### src/rtl/ccip_rd_arbiter_pkg.sv
// Shared definitions for the pipearch CCI-P glue: instance tag placement in
// mdata and the cl_len to line-count conversion.
package pipearch_common;

  // Instance ID lives in the top two bits of mdata on both c0 Tx and c0 Rx.
  localparam int INST_TAG_W    = 2;
  localparam int MDATA_TAG_MSB = 15;

  // Position of cl_len inside t_ccip_c0_ReqMemHdr.
  localparam int C0_REQ_CL_LEN_LSB = 68;

  typedef logic [INST_TAG_W-1:0] t_inst_id;

  // Number of cache lines a request covers: cl_len + 1.
  function automatic logic [2:0] len_lines(input logic [1:0] cl_len);
    return {1'b0, cl_len} + 3'd1;
  endfunction

endpackage

### src/rtl/ccip_rd_arbiter_rr_arbiter.sv
// Generic N-way round-robin arbiter. The grant is combinational and starts
// searching at ptr; ptr moves to one past the winner after each grant.
module rr_arbiter #(
  parameter int N = 2,
  localparam int PW = (N > 1) ? $clog2(N) : 1
) (
  input  logic          clk,
  input  logic          reset_n,
  input  logic [N-1:0]  req,
  output logic [N-1:0]  grant,
  output logic          grant_valid,
  output logic [PW-1:0] grant_id
);

  logic [PW-1:0] ptr;
  int            idx;

  // Pick the first requester at or after ptr, wrapping around.
  always_comb begin
    grant       = '0;
    grant_valid = 1'b0;
    grant_id    = '0;
    idx         = 0;
    for (int k = 0; k < N; k++) begin
      idx = int'(ptr) + k;
      if (idx >= N) idx = idx - N;
      if (!grant_valid && req[PW'(idx)]) begin
        grant[PW'(idx)] = 1'b1;
        grant_valid     = 1'b1;
        grant_id        = PW'(idx);
      end
    end
  end

  // Advance the pointer past the winner; hold when nothing was granted.
  always_ff @(posedge clk or negedge reset_n) begin
    if (!reset_n) begin
      ptr <= '0;
    end else if (grant_valid) begin
      ptr <= (int'(grant_id) == N - 1) ? '0 : grant_id + 1'b1;
    end
  end

endmodule

### src/rtl/ccip_rd_arbiter.sv
// Shares the CCI-P c0 read-request channel among NUM_INSTANCES requesters,
// limits each requester's in-flight lines, tags mdata[15:14] with the
// requester ID and routes c0 read responses back by that tag.
//
// Request handshake: a requester holds req_valid and req_hdr stable until it
// sees req_ready; the request is consumed in the cycle where both are high.
// req_ready is one-hot and may depend combinationally on req_valid.
// Responses have no backpressure: rsp_valid is a one-cycle strobe.
module ccip_rd_arbiter
  import pipearch_common::*;
#(
  parameter int NUM_INSTANCES   = 2,
  parameter int MAX_OUTSTANDING = 64,
  parameter int REQ_HDR_W       = 74,
  parameter int RSP_HDR_W       = 28
) (
  input  logic                               clk,
  input  logic                               reset_n,
  input  logic [NUM_INSTANCES-1:0]           req_valid,
  input  logic [NUM_INSTANCES*REQ_HDR_W-1:0] req_hdr,
  output logic [NUM_INSTANCES-1:0]           req_ready,
  input  logic                               c0_tx_almfull,
  output logic                               c0_tx_valid,
  output logic [REQ_HDR_W-1:0]               c0_tx_hdr,
  input  logic                               c0_rx_valid,
  input  logic [RSP_HDR_W-1:0]               c0_rx_hdr,
  input  logic [511:0]                       c0_rx_data,
  output logic [NUM_INSTANCES-1:0]           rsp_valid,
  output logic [RSP_HDR_W-1:0]               rsp_hdr,
  output logic [511:0]                       rsp_data,
  output logic                               idle,
  output logic [1:0]                         err_sticky
);

  localparam int CW = $clog2(MAX_OUTSTANDING + 1);
  localparam int PW = (NUM_INSTANCES > 1) ? $clog2(NUM_INSTANCES) : 1;

  logic [REQ_HDR_W-1:0]     hdr_in   [NUM_INSTANCES];
  logic [2:0]               len      [NUM_INSTANCES];
  logic [CW-1:0]            cnt      [NUM_INSTANCES];
  logic [CW-1:0]            cnt_next [NUM_INSTANCES];
  logic [NUM_INSTANCES-1:0] eligible;
  logic [NUM_INSTANCES-1:0] grant;
  logic [NUM_INSTANCES-1:0] underflow;
  logic                     grant_valid;
  logic [PW-1:0]            grant_id;
  logic [REQ_HDR_W-1:0]     tagged_hdr;
  logic [RSP_HDR_W-1:0]     rx_hdr_clr;
  t_inst_id                 rx_tag;
  logic                     bad_tag;
  logic                     idle_next;
  logic                     rsp_hit;
  int                       cnt_sum;

  assign rx_tag  = c0_rx_hdr[MDATA_TAG_MSB -: INST_TAG_W];
  assign bad_tag = int'(rx_tag) >= NUM_INSTANCES;

  // Unpack headers and decide who may compete: valid, no almfull, and the
  // whole request fits under the credit limit. Nothing is eligible in reset.
  always_comb begin
    for (int i = 0; i < NUM_INSTANCES; i++) begin
      hdr_in[i]   = req_hdr[i*REQ_HDR_W +: REQ_HDR_W];
      len[i]      = len_lines(hdr_in[i][C0_REQ_CL_LEN_LSB+1:C0_REQ_CL_LEN_LSB]);
      eligible[i] = reset_n && req_valid[i] && !c0_tx_almfull &&
                    (int'(cnt[i]) + int'(len[i]) <= MAX_OUTSTANDING);
    end
  end

  rr_arbiter #(.N(NUM_INSTANCES)) u_rr (
    .clk         (clk),
    .reset_n     (reset_n),
    .req         (eligible),
    .grant       (grant),
    .grant_valid (grant_valid),
    .grant_id    (grant_id)
  );

  assign req_ready = grant;

  // Select the winning header and overwrite its mdata tag with the winner ID.
  always_comb begin
    tagged_hdr = '0;
    for (int i = 0; i < NUM_INSTANCES; i++) begin
      if (grant[i]) tagged_hdr = hdr_in[i];
    end
    tagged_hdr[MDATA_TAG_MSB -: INST_TAG_W] = t_inst_id'(grant_id);
  end

  // Register the granted request; the header holds when nothing is granted.
  always_ff @(posedge clk or negedge reset_n) begin
    if (!reset_n) begin
      c0_tx_valid <= 1'b0;
      c0_tx_hdr   <= '0;
    end else begin
      c0_tx_valid <= grant_valid;
      if (grant_valid) c0_tx_hdr <= tagged_hdr;
    end
  end

  // Next credit count: add the granted length, retire one line per tagged
  // response. A response against an empty counter is flagged, not counted.
  always_comb begin
    rsp_hit   = 1'b0;
    cnt_sum   = 0;
    idle_next = !grant_valid;
    for (int i = 0; i < NUM_INSTANCES; i++) begin
      rsp_hit      = c0_rx_valid && !bad_tag && (int'(rx_tag) == i);
      cnt_sum      = int'(cnt[i]) + (grant[i] ? int'(len[i]) : 0);
      underflow[i] = rsp_hit && (cnt[i] == '0);
      if (rsp_hit && (cnt[i] != '0)) cnt_sum = cnt_sum - 1;
      cnt_next[i]  = CW'(cnt_sum);
      if (cnt_next[i] != '0) idle_next = 1'b0;
    end
  end

  // Outstanding-line counters.
  always_ff @(posedge clk or negedge reset_n) begin
    if (!reset_n) begin
      for (int i = 0; i < NUM_INSTANCES; i++) cnt[i] <= '0;
    end else begin
      for (int i = 0; i < NUM_INSTANCES; i++) cnt[i] <= cnt_next[i];
    end
  end

  // Response header with the instance tag stripped.
  always_comb begin
    rx_hdr_clr = c0_rx_hdr;
    rx_hdr_clr[MDATA_TAG_MSB -: INST_TAG_W] = '0;
  end

  // Route responses by tag, track sticky errors and the idle indication.
  always_ff @(posedge clk or negedge reset_n) begin
    if (!reset_n) begin
      rsp_valid  <= '0;
      rsp_hdr    <= '0;
      rsp_data   <= '0;
      idle       <= 1'b0;
      err_sticky <= '0;
    end else begin
      rsp_valid <= '0;
      if (c0_rx_valid) begin
        rsp_hdr  <= rx_hdr_clr;
        rsp_data <= c0_rx_data;
        if (!bad_tag) rsp_valid <= NUM_INSTANCES'(1) << rx_tag;
      end
      err_sticky[0] <= err_sticky[0] | (c0_rx_valid & bad_tag);
      err_sticky[1] <= err_sticky[1] | (|underflow);
      idle          <= idle_next;
    end
  end

endmodule

### config.mk
export PLATFORM = sky130hd
export DESIGN_NAME = ccip_rd_arbiter
export DESIGN_NICKNAME = d
export VERILOG_FILES = /design/src/rtl/ccip_rd_arbiter_pkg.sv /design/src/rtl/ccip_rd_arbiter_rr_arbiter.sv /design/src/rtl/ccip_rd_arbiter.sv
export SDC_FILE = /design/constraint.sdc
export NUM_CORES = 1
export LEC_CHECK = 0
export BUFFER_PORTS_ARGS = -buffer_cell sky130_fd_sc_hd__buf_4
export CAP_MARGIN = 20
export CORE_AREA = 2 2 512 514
export CTS_BUF_LIST = sky130_fd_sc_hd__clkbuf_4 sky130_fd_sc_hd__clkbuf_8
export CTS_CLUSTER_DIAMETER = 100
export DETAILED_ROUTE_END_ITERATION = 16
export DIE_AREA = 0 0 514 516
export PLACE_DENSITY = 0.3
export SLEW_MARGIN = 10
export SYNTH_ARGS = -nofsm -noshare
export SYNTH_HDL_FRONTEND = slang
export SYNTH_HIERARCHICAL = 1
export SYNTH_SLANG_ARGS = --single-unit
### constraint.sdc
create_clock -name clk -period 4.8 [get_ports clk]
set_input_delay 0.72 -clock clk [delete_from_list [all_inputs] [get_ports clk]]
set_output_delay 0.72 -clock clk [all_outputs]
set_load 0.01 [all_outputs]
After elaboration in Yosys (flattened, before gate mapping)
Cells that the tools add are included.

storage, ports and cells
  memory bits (read-only) = 0
  output and inout bits = 622
  input port bits = 694
  logic and storage cells = 87
  memories = 0
  latch bits = 0
  bits in registers = 632
  memory bits (writable) = 0

cells by class
  mux-type cells = 27
  equal/unequal tests = 1
  reductions and logical operators = 25
  bitwise gates (word level) = 4
  order comparisons = 8
  add/subtract/negate cells = 11
  multiply operators = 0
  shift operators = 1
  divide/modulo/power cells = 0

operator list
  kind                                                               count
  two-way mux 74 bit                                                 2
  nonzero test 7 bit                                                 4
  two-way mux 1 bit                                                  15
  adder 7 x 3 -> 7 bit                                               2
  logical NOT 7 bit                                                  2
  two-way mux 7 bit                                                  2
  subtractor 7 x 1 -> 7 bit, second input constant                   2
  logical AND 1 bit                                                  13
  adder 7 x 3 -> 8 bit                                               1
  <= comparator 8 x 7 -> 1 bit, second input constant                1
  two-way mux 2 bit                                                  4
  adder 2 x 1 -> 3 bit, second input constant                        2
  < comparator 1 x 3 -> 1 bit, second input constant                 2
  two-way mux 3 bit                                                  2
  greater-or-equal comparator 2 bit, second input constant           2
  logical NOT 1 bit                                                  4
  adder 1 x 1 -> 2 bit, second input constant                        1
  demux 1 bit (select 1 bit)                                         2
  equality test 2 bit, second input constant                         1
  greater-or-equal comparator 1 bit, second input constant           2
  greater-or-equal comparator 1 x 2 -> 1 bit, second input constant  1
  logical NOT 2 bit                                                  1
  bitwise OR 1 bit                                                   2
  bitwise OR 2 bit                                                   1
  5 further kinds                                                    6

Depth between registers and ports, before layout
Gate-level depths: netlist of the first run.

  depth after elaboration = 17
  mapped depth = 21
  gate-level depth less buffers = 21

By module
The synthesis of the first run kept the hierarchy.

modules (own cells, without submodules)
  module           area an instance (um2)  cells each  seq. area each (um2)  instances
  ccip_rd_arbiter  24746.2                 1661        15790.1               1
  rr_arbiter       68.8                    7           25.0                  1

Worst setup path after synthesis of the first run
OpenSTA, ideal clock, no wires.

  path type = in2reg
  start = input port req_hdr[68]
  end = register idle
  setup time = 0.111 ns
  arrival = 5.423 ns
  slack = -0.735 ns
  data required time = 4.689 ns
  cell stages on the path = 19
  path buffers = 0
  cell sequence = ha_1 -> ha_1 -> a21o_1 -> a21o_1 -> or4_1 -> a2111oi_0 -> o21ai_0 -> a31oi_1 -> and2b_2 -> nor2b_1 -> ha_1 -> fa_1 -> inv_1 -> ha_1 -> and2_1 -> mux2i_1 -> or4_1 -> or4_1 -> a2111oi_2

between the ends
  cells in the longest elaborated chain, start to end = 17
  elaborated cells between the ends (all ways) = 28
  classes of those cells = add/sub: 6; order compare: 1; mux: 14; bitwise: 1; reduce/logical: 6

ends and longest elaborated chain
  element                                                RTL line                          text
  start, declared                                        ccip_rd_arbiter.sv:20             input logic [NUM_INSTANCES*REQ_HDR_W-1:0] req_hdr,
  adder 2 x 1 -> 3 bit *                                 ccip_rd_arbiter_pkg.sv:16         return {1'b0, cl_len} + 3'd1;
  adder 7 x 3 -> 8 bit *                                 ccip_rd_arbiter.sv:65             (int'(cnt[i]) + int'(len[i]) <= MAX_OUTSTANDING);
  <= comparator 8 x 7 -> 1 bit *                         ccip_rd_arbiter.sv:65
  logical AND 1 bit *                                    ccip_rd_arbiter.sv:64             eligible[i] = reset_n && req_valid[i] && !c0_tx_almfull &&
  via eligible[0]                                        ccip_rd_arbiter.sv:42             logic [NUM_INSTANCES-1:0] eligible;
  two-way mux 1 bit (not written as such) (2 in series)  ccip_rd_arbiter_rr_arbiter.sv:27  if (!grant_valid && req[PW'(idx)]) begin
  two-way mux 1 bit                                      ccip_rd_arbiter_rr_arbiter.sv:27
  logical NOT 1 bit                                      ccip_rd_arbiter_rr_arbiter.sv:27
  [2 not listed]                                         -
  via req_ready[0]                                       ccip_rd_arbiter.sv:21             output logic [NUM_INSTANCES-1:0] req_ready,
  two-way mux 3 bit *                                    ccip_rd_arbiter.sv:108            cnt_sum = int'(cnt[i]) + (grant[i] ? int'(len[i]) : 0);
  adder 7 x 3 -> 7 bit *                                 ccip_rd_arbiter.sv:108
  subtractor 7 x 1 -> 7 bit                              ccip_rd_arbiter.sv:110            if (rsp_hit && (cnt[i] != '0)) cnt_sum = cnt_sum - 1;
  two-way mux 7 bit *                                    ccip_rd_arbiter.sv:110
  nonzero test 7 bit *                                   ccip_rd_arbiter.sv:112            if (cnt_next[i] != '0) idle_next = 1'b0;
  two-way mux 1 bit * (2 in series)                      ccip_rd_arbiter.sv:112
  via idle_next                                          ccip_rd_arbiter.sv:51             logic idle_next;
  end signal, assigned                                   ccip_rd_arbiter.sv:148            idle <= idle_next;
  end, declared                                          ccip_rd_arbiter.sv:31             output logic idle,

Mark *: on every way through the listed nets, which the timed path passes. The rest lies on a longest branch. The select of a mux whose other input is x is not followed.
A chain may end at the register's enable or synchronous reset.

Worst setup path after layout of the first run
  start = register cnt[7] (netlist name)
  end = register idle

between the ends
  cells in the longest elaborated chain, start to end = 16
  elaborated cells between the ends (all ways) = 29
  classes of those cells = add/sub: 5; order compare: 1; mux: 14; bitwise: 1; reduce/logical: 8

ends and longest elaborated chain
  element                                                RTL line                          text
  start, declared                                        ccip_rd_arbiter.sv:40             logic [CW-1:0] cnt [NUM_INSTANCES];
  adder 7 x 3 -> 8 bit *                                 ccip_rd_arbiter.sv:65
  <= comparator 8 x 7 -> 1 bit *                         ccip_rd_arbiter.sv:65
  logical AND 1 bit *                                    ccip_rd_arbiter.sv:64
  via eligible[0]                                        ccip_rd_arbiter.sv:42
  two-way mux 1 bit (not written as such) (2 in series)  ccip_rd_arbiter_rr_arbiter.sv:27
  two-way mux 1 bit                                      ccip_rd_arbiter_rr_arbiter.sv:27
  logical NOT 1 bit                                      ccip_rd_arbiter_rr_arbiter.sv:27
  logical AND 1 bit                                      ccip_rd_arbiter_rr_arbiter.sv:27
  two-way mux 2 bit                                      ccip_rd_arbiter_rr_arbiter.sv:27
  two-way mux 3 bit                                      ccip_rd_arbiter.sv:108
  adder 7 x 3 -> 7 bit                                   ccip_rd_arbiter.sv:108
  subtractor 7 x 1 -> 7 bit                              ccip_rd_arbiter.sv:110
  two-way mux 7 bit                                      ccip_rd_arbiter.sv:110
  nonzero test 7 bit                                     ccip_rd_arbiter.sv:112
  two-way mux 1 bit                                      ccip_rd_arbiter.sv:112
  two-way mux 1 bit *                                    ccip_rd_arbiter.sv:112
  via idle_next                                          ccip_rd_arbiter.sv:51

Marked as above.

==> run metrics, run 1 <==
status=complete, but fails checks; violations in the final reports=negative setup slack; total CTS buffers=147; top sig layer=met5; grt ovf=0; CTS tree=built; Fmax=207 MHz; die width=514 µm; die area=0.265 mm²; first-pass GRT wire length=208 mm; syn avg cell area=15.0 µm²; H-tree levels=4; Slew Viols, Final=0; clock skew=0.0349 ns; Met1 Wirelength=60.6 mm; num rows=187; clk buf depth=3; Comb pwr share=0.260; Sequential Power Share=0.371; peak supply drop=0.226 mV; Routed Antenna Nets=0; gpl congestion=0.791; CP bufs+invs=1; reported net switching power=5870 µW; drt total wl=156 mm; Top Ports=1316; 1st-iter DRT viols=831; Vias=22119; share of layout cells above drive strength 1=0.586; final setup vio count=1; Initial DRT Pass Iterations=4; RSZ-0062 raised after global routing=yes; Worst Setup End Kind=register; Area Overhead vs Synth=93.6%; GRT Overall Usage=0.114; Hold Path Class=in2reg; clk_lat worst skew=0.87 ns; Max Cap Viol=0; Final WS setup=-0.0257 ns; I/O Buffers=1306; CP Cell Sequence=ha_2 -> fa_2 -> a21o_1 -> and4_4 -> o211ai_1 -> a2111oi_4 -> o311ai_2 -> a31oi_4 -> and2b_2 -> nor2b_4 -> ha_4 -> fa_2 -> inv_2 -> ha_4 -> and2_1 -> mux2i_1 -> or4_1 -> or4_4 -> a2111oi_4; crit path max fanout=3; Core Region=0.259 mm²; Final Critical Period=4.83 ns; vias in the first global route=24228; Die Y=516 µm; Worst Max-Slew Pin Slew=0.963 ns; max_slew headroom=0.358; clock power share=0.369; DR WL/cell=21.9 µm; Pleak=0.0210 µW; Final period util=1.01; Final Total Pwr=18300 µW; Cell Area, Synth=0.0247 mm²; worst slack at placement=-0.823 ns; CTS clk-pin slew, worst paths=0.05 ns; antenna violations before repair=79; initial core utilization=0.0951; CP max-delay cell=fa_2; largest net degree at the start of global routing=130; Worst path top cell family by delay=simple AND/OR/NAND/NOR gates; Sw Ratio=0.321; routed length on met3=17.3 mm; synth warn=6; critical path class=reg2reg; Power per Cell Area=383 mW/mm²; clk sinks=632; critical path startpoint category=register; drt via density=3.09; wire length on met2=73.3 mm; Crit path arrival time=5.58 ns; Fin. Hold Viols=0; CTS Root Cell=clkbuf_8; nets=4323; required time worst endpoint=5.56 ns; DP HPWL=125 mm; Int Pwr=12400 µW; detailed-route DRC error count=0; CP peak stage delay=0.57 ns; TNS Setup=-0.0257 ns; Synth Instances=1646
## state kept, by name (all words and copies together) (netlist names)
name / count
rsp_data: 512
c0_tx_hdr: 73
u_rr/ptr: 1
rsp_valid: 2
c0_tx_valid: 1
idle: 1
err_sticky: 2
cnt: 14
rsp_hdr: 26
## cells in the final DEF, fill, tap and decap left out, drive strengths merged, types with 3 or more instances in the layout
master / n
nor3: 3
a22oi: 71
dfrtp: 632
diode: 31
a21boi: 4
clkinv: 18
fa: 3
o21ai: 6
and3: 5
xnor2: 13
clkinvlp: 3
mux2: 540
nor4: 3
a21o: 4
nor2b: 5
and2: 5
and3b: 3
ha: 13
buf: 1355
nor2: 82
nand2: 11
dlygate4sd3: 564
a21oi: 83
or4: 3
xor2: 6
inv: 18
nand3: 8
mux2i: 4
conb: 4
clkbuf: 218
## power by group through the flow
stage / logic, µW / registers, µW / clock network (µW)
floorplan: 1320 / 7050 / 0
global placement: 4350 / 6870 / 0
detailed placement: 4350 / 6870 / 0
CTS: 4860 / 6800 / 7210
global route: 5160 / 6890 / 7370
finish: 4760 / 6780 / 6740
## worst paths after layout
kind | startpoint | end | slack [ns] | depth (start not counted)
max | cnt[7]$_DFF_PN0_ | idle$_DFF_PN0_ | -0.03 | 19
min | c0_rx_data[380] | rsp_data[380]$_DFFE_PN0P_ | 0.16 | 2
max reg2reg | cnt[7]$_DFF_PN0_ | idle$_DFF_PN0_ | -0.03 | 19
min reg2reg | err_sticky[0]$_DFF_PN0_ | err_sticky[0]$_DFF_PN0_ | 0.47 | 1
max in group asynchronous | reset_n | rsp_data[174]$_DFFE_PN0P_ | 1.99 | 5
min in group asynchronous | reset_n | rsp_valid[0]$_DFF_PN0_ | 0.29 | 2
## area by class of cell
type / instances / area [µm²]
diodes: 31 / 77.6
clock buffers: 218 / 2710
clock inverters: 32 / 327
fillers: 28703 / 212000
inverters: 9 / 33.8
multi-input cells: 904 / 8570
flip-flops and latches: 632 / 15800
well taps: 3402 / 4260
repair buffers: 1919 / 15900
## through the flow
stage	util	cell area [µm²]	hold slack, ns	cells
6_report	0.184	47700	0.156	7147
5_1_grt	0.184	47700	0.0352	7136
4_1_cts	0.184	47600	0.0000570	7114
3_5_place_dp	0.150	38900	0.454	6299
3_3_place_gp	0.150	38900	0.448	6299
2_1_floorplan	-	24700	0.424	1648
## metal layers
layer  GRT usage  up-vias
li1            -     9921
met1       0.128    10752
met2       0.187     1109
met3      0.0571      289
met4      0.0371       48
met5           0        -
## repair_timing
item	in CTS	in global routing
endpoints found under the setup margin	2	2
hold endpoints to repair	619	0
resized for setup	11	9
pin swaps	7	7
hold buffers	564	0
setup buffers	1	2
cloned	0	0
No activity file was read; power rests on OpenSTA's default activity.
==> inputs of run 2 (changes only) <==
GPL_TIMING_DRIVEN = 0   (was unset)
==> run 2 against run 1 <==
First-iteration DRC count rose by 0.48%. Largest cell class unchanged. Cell count rose by 0.42%. Combinational power rose by 1%. Maximum frequency fell by 0.83%. Critical path type unchanged. Sequential share of layout area rose by 0.16 points. The flow still finishes with violations (negative setup slack). Worst hold slack got worse by 0.021 ns. Utilization fell by 0.088 points. Wire length rose by 5.8%.
==> run metrics, run 2 (synthesis results as in run 1) <==
clk_lat worst skew=0.87 ns; I/O Buffers=1306; crit path max fanout=3; CTS Root Cell=clkbuf_8; Slew Viols, Final=0; Top Registers=rsp_data x512, c0_tx_hdr x73, rsp_hdr x26; share of layout cells above drive strength 1=0.575; detailed-route DRC error count=0; Initial DRT Pass Iterations=4; Power per Cell Area=380 mW/mm²; H-tree levels=4; gpl congestion=0.832; Fmax=206 MHz; Pleak=0.0208 µW; clock skew=0.0378 ns; grt ovf=0; Core Util, Final=0.183; Max Cap Viol=0; Worst Setup End Kind=register; required time worst endpoint=5.54 ns; final setup vio count=1; status=complete, but fails checks; Final Critical Period=4.87 ns; die area=0.265 mm²; fin cells=7177; commonest non-fill, non-tap cells in the layout=buf_4, dfrtp_1, mux2_2; Fin. Hold Viols=0; drt total wl=165 mm; total CTS buffers=143; peak supply drop=0.191 mV; nets=4361; 1st-iter DRT viols=835; Final period util=1.01; Area Overhead vs Synth=92.7%; GRT Overall Usage=0.120; Top Ports=1316; violations in the final reports=negative setup slack; Crit path arrival time=5.61 ns; RSZ-0062 raised after global routing=yes; first-pass GRT wire length=218 mm; critical path class=reg2reg; design area=0.0475 mm²; Placed Area=0.0390 mm²; Vias=22414; die width=514 µm; num rows=187; critical path startpoint category=register; CTS clk-pin slew, worst paths=0.05 ns; largest net degree at the start of global routing=91; CTS tree=built; Cell Count Post-Placement=6366; clk sinks=632; Die Y=516 µm; vias in the first global route=24539; Final Total Pwr=18000 µW; clk buf depth=3; Final WS setup=-0.0661 ns; initial core utilization=0.0951; Worst Max-Slew Pin Slew=0.897 ns; DP HPWL=138 mm; most common cell after layout, fill and taps aside=buf_4; Hold Path Class=in2reg; worst slack at placement=-1.11 ns; max reg flops=512; Core Region=0.259 mm²; DR WL/cell=23.1 µm; drt via density=3.12; max_slew headroom=0.402; Largest Register=rsp_data; antenna violations before repair=72; Routed Antenna Nets=0
==> run 2: cell count changes in the layout (fill, tap and decap cells not counted), moves of 3 or more <==
cell / change
buf_12: -9
clkbuf_1: +78
buf_16: +8
clkbuf_8: -11
clkbuf_4: -5
inv_8: +3
clkbuf_2: +9
clkinv_2: -6
buf_1: +9
dlygate4sd3_1: -34
diode_2: +11
buf_4: -24
==> run 2: cell type report <==
cell class,instances,area (µm²)
well taps,3402,4260
multi-input cells,904,8580
plain buffers,103,422
fillers,28814,212000
inverters,9,33.8
repair buffers,1858,15500
diodes,42,105
clock buffers,202,2520
flip-flops and latches,632,15800
clock inverters,25,312
==> run 2: worst paths after layout <==
check | from | to | slack, ns | cells after the start
min in group asynchronous | reset_n | c0_tx_hdr[3]$_DFFE_PN0P_ | 0.45 | 3
worst min-delay path | c0_rx_data[90] | rsp_data[90]$_DFFE_PN0P_ | 0.13 | 2
worst min register to register | err_sticky[0]$_DFF_PN0_ | err_sticky[0]$_DFF_PN0_ | 0.47 | 1
worst max register to register | cnt[8]$_DFF_PN0_ | idle$_DFF_PN0_ | -0.07 | 18
max in group asynchronous | reset_n | rsp_data[435]$_DFFE_PN0P_ | 2.77 | 5
worst max-delay path | cnt[8]$_DFF_PN0_ | idle$_DFF_PN0_ | -0.07 | 18
==> run 2: worst max-delay path, stage by stage (launching register included) <==
cell	delay [ns]
dfrtp_2	0.45
ha_4	0.24
a21o_1	0.18
a21o_1	0.18
or4_4	0.50
a2111oi_4	0.41
o21ai_1	0.12
a31oi_2	0.19
and2b_2	0.23
nor2b_4	0.17
ha_4	0.14
fa_2	0.46
inv_2	0.08
ha_4	0.12
and2_4	0.14
mux2i_4	0.06
or4_1	0.41
or4_4	0.44
a2111oi_4	0.20
==> run 2: power by group <==
part           internal [µW]  leakage [µW]  switching [µW]  total [µW]
clock network           3540       0.00150            2920        6460
logic                   2460        0.0119            2350        4810
registers               6170       0.00741             597        6770
total                  12200        0.0208            5870       18000
==> run 2: through the flow <==
stage | hold WS [ns] | TNS, ns
floorplan | 0.424 | -0.485
global placement | 0.446 | -4188.12
detailed placement | 0.455 | -44.97
CTS | 0.000926 | -0.157
global route | 0.0000456 | -0.288
finish | 0.135 | -0.0661
==> run 2: metal layers <==
layer / global-route usage / routed length, µm / part of all wire
met5: 0.00234 / 289 / 0.0017
met4: 0.0407 / 5020 / 0.030
met3: 0.0566 / 16600 / 0.10
met2: 0.201 / 79400 / 0.48
met1: 0.134 / 64200 / 0.39
==> run 2: repair_timing <==
action / 4_1_cts / 5_1_grt
buffers inserted: 10 / 0
endpoints found under the setup margin: 43 / 2
hold endpoints to repair: 574 / 0
pin swaps: 7 / 3
resized for setup: 22 / 6
hold buffers: 531 / 0
